--- src/rtl/result_tx_unloader.sv ---
// Serialises the result matrix to the UART TX byte stream, MSB byte first.
// Optional two-byte frame header enabled by defining RESULT_TX_HDR_EN.
module result_tx_unloader #(
  parameter int ROWS   = 2,
  parameter int COLS   = 2,
  parameter int DATA_W = 16,
  parameter int ADDR_W = 6
) (
  input  logic              clk,
  input  logic              rst_n,
  input  logic              start,
  output logic              mem_read,
  output logic [ADDR_W-1:0] mem_addr,
  input  logic [DATA_W-1:0] mem_data,
  output logic [7:0]        tx_data,
  output logic              tx_valid,
  input  logic              tx_ready,
  output logic              busy,
  output logic              done
);

  localparam int NB = DATA_W / 8;
  localparam int BW = (NB > 1) ? $clog2(NB) : 1;
  localparam logic [BW-1:0] LAST_B = BW'(NB - 1);
  localparam logic [ADDR_W-1:0] LAST_IDX = ADDR_W'(ROWS * COLS - 1);
`ifdef RESULT_TX_HDR_EN
  localparam logic [7:0] NE_B = 8'(ROWS * COLS);
`endif

  typedef enum logic [2:0] {
    IDLE,
    READ,
    WAIT_D,
    SEND,
    NEXT,
    DONE_S
`ifdef RESULT_TX_HDR_EN
    ,HDR0
    ,HDR1
`endif
  } state_t;

  state_t            state_q, state_d;
  logic [ADDR_W-1:0] idx_q, idx_d;
  logic [BW-1:0]     b_q, b_d;
  logic [DATA_W-1:0] shreg_q, shreg_d;
  logic              busy_q, busy_d;
  logic              start_q;
  logic              start_edge;

  assign start_edge = start & ~start_q;
  assign mem_addr   = idx_q;
  assign busy       = busy_q;

  always_ff @(posedge clk or negedge rst_n) begin
    if (!rst_n) begin
      state_q <= IDLE;
      idx_q   <= '0;
      b_q     <= '0;
      shreg_q <= '0;
      busy_q  <= 1'b0;
      start_q <= 1'b0;
    end else begin
      state_q <= state_d;
      idx_q   <= idx_d;
      b_q     <= b_d;
      shreg_q <= shreg_d;
      busy_q  <= busy_d;
      start_q <= start;
    end
  end

  always_comb begin
    state_d  = state_q;
    idx_d    = idx_q;
    b_d      = b_q;
    shreg_d  = shreg_q;
    busy_d   = busy_q;
    mem_read = 1'b0;
    tx_valid = 1'b0;
    tx_data  = 8'h00;
    done     = 1'b0;
    unique case (state_q)
      IDLE: begin
        if (start_edge) begin
          idx_d  = '0;
          busy_d = 1'b1;
`ifdef RESULT_TX_HDR_EN
          state_d = HDR0;
`else
          state_d = READ;
`endif
        end
      end
`ifdef RESULT_TX_HDR_EN
      HDR0: begin
        tx_valid = 1'b1;
        tx_data  = 8'hA5;
        if (tx_ready) state_d = HDR1;
      end
      HDR1: begin
        tx_valid = 1'b1;
        tx_data  = NE_B;
        if (tx_ready) state_d = READ;
      end
`endif
      READ: begin
        mem_read = 1'b1;
        state_d  = WAIT_D;
      end
      WAIT_D: begin
        shreg_d = mem_data;
        b_d     = '0;
        state_d = SEND;
      end
      SEND: begin
        tx_valid = 1'b1;
        tx_data  = shreg_q[DATA_W-1 -: 8];
        if (tx_ready) begin
          shreg_d = shreg_q << 8;
          if (b_q == LAST_B) begin
            state_d = NEXT;
          end else begin
            b_d = b_q + 1'b1;
          end
        end
      end
      NEXT: begin
        if (idx_q == LAST_IDX) begin
          state_d = DONE_S;
        end else begin
          idx_d   = idx_q + 1'b1;
          state_d = READ;
        end
      end
      DONE_S: begin
        done    = 1'b1;
        busy_d  = 1'b0;
        state_d = IDLE;
      end
      default: state_d = IDLE;
    endcase
  end

endmodule

--- config.mk ---
export PLATFORM = sky130hd
export DESIGN_NAME = result_tx_unloader
export DESIGN_NICKNAME = d
export VERILOG_FILES = /design/src/rtl/result_tx_unloader.sv
export SDC_FILE = /design/constraint.sdc
export NUM_CORES = 1
export LEC_CHECK = 0
export CAP_MARGIN = 10
export CORE_MARGIN = 2
export CORE_UTILIZATION = 45
export DETAILED_ROUTE_END_ITERATION = 8
export GPL_TIMING_DRIVEN = 0
export PLACE_DENSITY = 0.86
export SETUP_SLACK_MARGIN = 0.4
export SLEW_MARGIN = 20
export SYNTH_ARGS = -nofsm -noshare
export SYNTH_HDL_FRONTEND = slang
export SYNTH_SLANG_ARGS = --single-unit
--- constraint.sdc ---
create_clock -name clk -period 4.45 [get_ports clk]
set_input_delay 0.445 -clock clk [delete_from_list [all_inputs] [get_ports clk]]
set_output_delay 0.445 -clock clk [all_outputs]
set_load 0.02 [all_outputs]
Yosys cells after proc, flatten, opt, wreduce, memory -nomap -nowiden. Cells that the tools add are included.

$add $sub $neg: 2. Multipliers: 0. Equality and inequality tests: 10. Mux-type cells: 19. Magnitude comparators: 0. Div/mod/pow operators: 0. Shift operators: 0. Bitwise gates (word level): 2. Reduce and logical (&&, ||, !) cells: 8.

Operator list (number): 16-bit one-hot mux with 2 select lines (1); 16-bit two-way mux (1); 3-bit one-hot mux with 5 select lines (1); 3-bit two-way mux (4); 6-bit two-way mux (2); 6-bit one-hot mux with 2 select lines (1); 8-bit two-way mux (1); 2-bit != test, second input constant (4); 6-bit by 1-bit adder with 6-bit output, second input constant (1); 3-bit by 2-bit equality test with 1-bit output, second input constant (2); 3-bit equality test, second input constant (2); 6-bit by 2-bit equality test with 1-bit output, second input constant (1); 1-bit two-way mux (6); 3-bit AND reduction (2); 2-bit nonzero test (3); 1-bit one-hot mux with 2 select lines (2); 2-bit AND reduction (2); 3-bit by 1-bit equality test with 1-bit output, second input constant (1); 3-bit zero test (1); 1-bit adder, second input constant (1); 1-bit AND (1); 1-bit NOT (1).

Memories: 0. Flip-flop bits (word level): 28. Memory bits (writable): 0. Latch bits: 0. Logic and storage cells: 47. Memory bits (read-only): 0. Output and inout port bits: 18. Bits of input ports: 20.

Logic depth before layout (Yosys ltp).
Word-level depth: 4. Mapped depth: 6. Depth with buffers taken out: 4.

Worst setup path after synthesis. OpenSTA, ideal clock, no wires.

Kind: reg2out. Start point: register state_q[2]. End point: output port tx_data[0]. Path slack: 2.727 ns. Required time: 4.005 ns. Stages on the path, launching flop included: 6. Arrival time: 1.278 ns. Cells stage by stage: dfrtp_1 -> buf_2 -> nand2b_4 -> nor2_8 -> buf_4 -> and2_1.

Cells in the longest elaborated chain, start to end: 2.

RTL lines: start: declaration (RTL line 43) `state_t state_q, state_d;`; start signal: assignment (RTL line 64) `state_q <= state_d;`; 3-bit by 2-bit equality test with 1-bit output (RTL line 83) `unique case (state_q)`; 8-bit two-way mux (RTL line 83); end: declaration (RTL line 15) `output logic [7:0] tx_data,`.

No other way between the ends.

Worst setup path in the final report.
Start point: register state_q[2]. End point: output port tx_data[2].

Same word-level chain as after synthesis.

==> results.cfg <==
[layout]
diodes = 0
utilization_pct = 63.60
area_growth_pct = 32.77
nNetsFinal = 187
drive_gt1_share_pct = 10.91

[routing]
drc = 5
ant_nets = 0
viasPerCell = 5.485
firstDrtPassIters = 6
vias = 1075
post_drt_wl_per_cell_um = 14.29
drtIter0Drc = 38
finalWirelength_mm = 2.801

[timing]
min_period_over_period_pct = 59.78
worst_pin_slew_ns = 0.5940
fin_tns_setup_ns = 0
hold_violations = 0
clock_skew_ns = 0.009920
slew_headroom_pct = 60.40
layout_min_cycle_time_ns = 2.660
holdWs_ns = 0.1009
drv_slew = 0
setup_viol = 0
rsz0062_at_grt = false
clock.fmax_mhz = 375.9

[place]
gp_congestion = 0.8600
dp_hpwl_mm = 2.127
portBuffers = 37

[critical_path]
worstPathCellList = buf_2 -> nand2b_4 -> nor2_8 -> buf_4 -> and2_1 -> clkdlybuf4s50_1
cp_num_buf_inv = 3
cp-end-kind = primary output
cp_slowest_cell = clkdlybuf4s50_1
r2r_start = state_q[0]
critical_path_class = register to primary output
timing.rr.end = mem_addr[0]
cp_top_family = buffers and inverters
r2r_slack_ns = 2.87
reg2regPathDepth = 4
critPathMaxFanout = 10
arrival_ns = 2.22
cp.required_ns = 4.01
cp-start-kind = register
max_stage_delay_ns = 0.61

[clocking]
worstSkewPairLatency_ns = 0.32
cts_resized = 0
cts_buffer_depth = 2
cts_max_level = 1
cts_sinks = 28
cts_tree = built
root_buffer = clkbuf_4
cts_hold_buf = 0
numCtsBuffers = 3
post-cts-setup-buffers = 0
clk_pin_slew_ns = 0.15

[floorplan]
die_area_mm2 = 0.003439
core_mm2 = 0.002805
num_rows = 19
start_util_pct = 47.90
die_h_um = 58.65
die_w_um = 58.65
io_pins = 38

[power_and_ir_drop]
p_per_area_mw_per_mm2 = 649.3
p_leak_uw = 0.0008000
ir_drop_mv = 0.2761

[synth]
synth_cells = 124
synth_warnings = 0
ys_seq_elements = 28
ys_seq_area_share_pct = 52.14
ys_types = 32
syn_avg_cell_area_um2 = 10.84
syn-num-nets = 145
syn-cell-area_mm2 = 0.001344

[flow_run]
cap_violations = 0

[grt]
grt_pass1_vias = 1062
antenna_found_initial = 0
grt_pass1_wl_mm = 4.761
grt-ovfl-total = 0
grtUsageTotal_pct = 17.71
grt_max_degree = 29

[run_status]
status = complete, but fails checks
violations = design-rule violations

[hold_path]
hp-class = input port to async pin
==> worst reg2reg max path, delay by kind of cell (launching register included) <==
family / cells / cell delay, ns
DFF: 1 / 0.50
and+or+nand+nor: 2 / 0.49
muxes: 1 / 0.26
AOI/OAI and AO/OA: 1 / 0.24
==> per-stage QoR <==
| stage | instances | worst slack (ns) | total power [µW] | instance area [µm²] |
|---|---|---|---|---|
| final | 196 | 1.790 | 1159 | 1784 |
| after global routing | 196 | 1.654 | 1250 | 1784 |
| after CTS | 196 | 1.767 | 1169 | 1784 |
| after detailed placement | 192 | 2.144 | 1047 | 1748 |
| after global placement | 192 | 2.207 | 1021 | 1753 |
| after floorplan | 124 | 2.727 | 825.4 | 1344 |
==> layout by cell type, fill, tap and decap left out, drive strengths merged, types with 2 or more instances in the layout <==
cell type and n:
a21oi 2, nand2 11, nor3 4, nand3 4, a22o 9, inv 3
nor2b 2, and3 2, mux2i 8, clkdlybuf4s50 36, dfrtp 28, and2 8
a31oi 2, nor2 7, o21ai 17, buf 7, clkbuf 4, nand2b 2
==> worst max path at each step <==
stage / endpoint / slack [ns] / from / depth (start not counted)
finish: tx_data[2] / 1.79 / state_q[2] / 6
global route: tx_data[2] / 1.65 / state_q[2] / 6
CTS: tx_data[2] / 1.77 / state_q[2] / 6
detailed placement: tx_data[2] / 2.14 / state_q[2] / 6
global placement: tx_data[6] / 2.21 / state_q[2] / 6
floorplan: tx_data[0] / 2.73 / state_q[2] / 5
==> cells in the mapped netlist <==
library cell / count / share of area [%]
and2_1: 8 / 3.7
buf_4: 1 / 0.56
ha_1: 1 / 0.93
nor3_1: 3 / 1.1
nand2b_4: 1 / 1.0
nand3_1: 4 / 1.5
nor2b_1: 2 / 0.93
and3_1: 1 / 0.47
nand4b_4: 1 / 1.8
xor2_1: 1 / 0.65
and3_2: 1 / 0.56
o21a_1: 1 / 0.56
dfrtp_1: 28 / 52
a22o_1: 9 / 5.9
mux2i_1: 8 / 6.0
nor2_8: 1 / 1.5
or3b_1: 1 / 0.65
o21ai_2: 1 / 0.65
a31o_1: 1 / 0.65
buf_6: 1 / 0.84
a21oi_1: 2 / 0.74
nand2_1: 11 / 3.1
o31ai_1: 1 / 0.56
inv_1: 3 / 0.84
mux2_2: 1 / 0.84
nor2_1: 6 / 1.7
nand2b_1: 1 / 0.47
o21ai_0: 16 / 6.0
a221oi_1: 1 / 0.65
buf_2: 4 / 1.5
nor3_2: 1 / 0.74
a31oi_1: 2 / 0.93
==> cell families (layout without fill, tap and decap cells) <==
family,count (synthesis),in the layout,synth area share [%]
buf+inv,9,50,3.725
mux,9,9,6.797
fa+ha+maj,1,1,0.9309
flops,28,28,52.14
compound gates,34,34,16.57
xor+xnor,1,1,0.6519
simple gates,42,42,19.18
==> power by group <==
part / switching, µW / internal, µW / leakage (µW) / total, µW
Sequential: 78.7 / 356 / 0.000351 / 435
Combinational: 315 / 285 / 0.000428 / 600
Clock: 73.1 / 50.0 / 0.0000210 / 123
==> registers in the layout, indices dropped and copies added, names as in the netlist <==
signal / flops
shreg_q: 16
b_q: 1
start_q: 1
state_q: 3
busy: 1
mem_addr: 6
==> per-layer routing <==
layer / track usage [%] / vias to the layer above / part of all wire, %
li1: - / 522 / -
met1: 22.67 / 518 / 43
met2: 30.02 / 33 / 49
met3: 4.615 / 2 / 7.3
met4: 4.545 / 0 / 0.36
met5: 0 / - / 0
==> area by class of cell <==
type | count | area (µm²)
inverters | 3 | 11.26
fillers | 230 | 1021
multi-input cells | 87 | 593.1
repair buffers | 37 | 365.4
flip-flops and latches | 28 | 700.7
clock buffers | 4 | 36.28
well taps | 31 | 38.79
plain buffers | 6 | 38.79
Power figures use the tool's default switching activity.
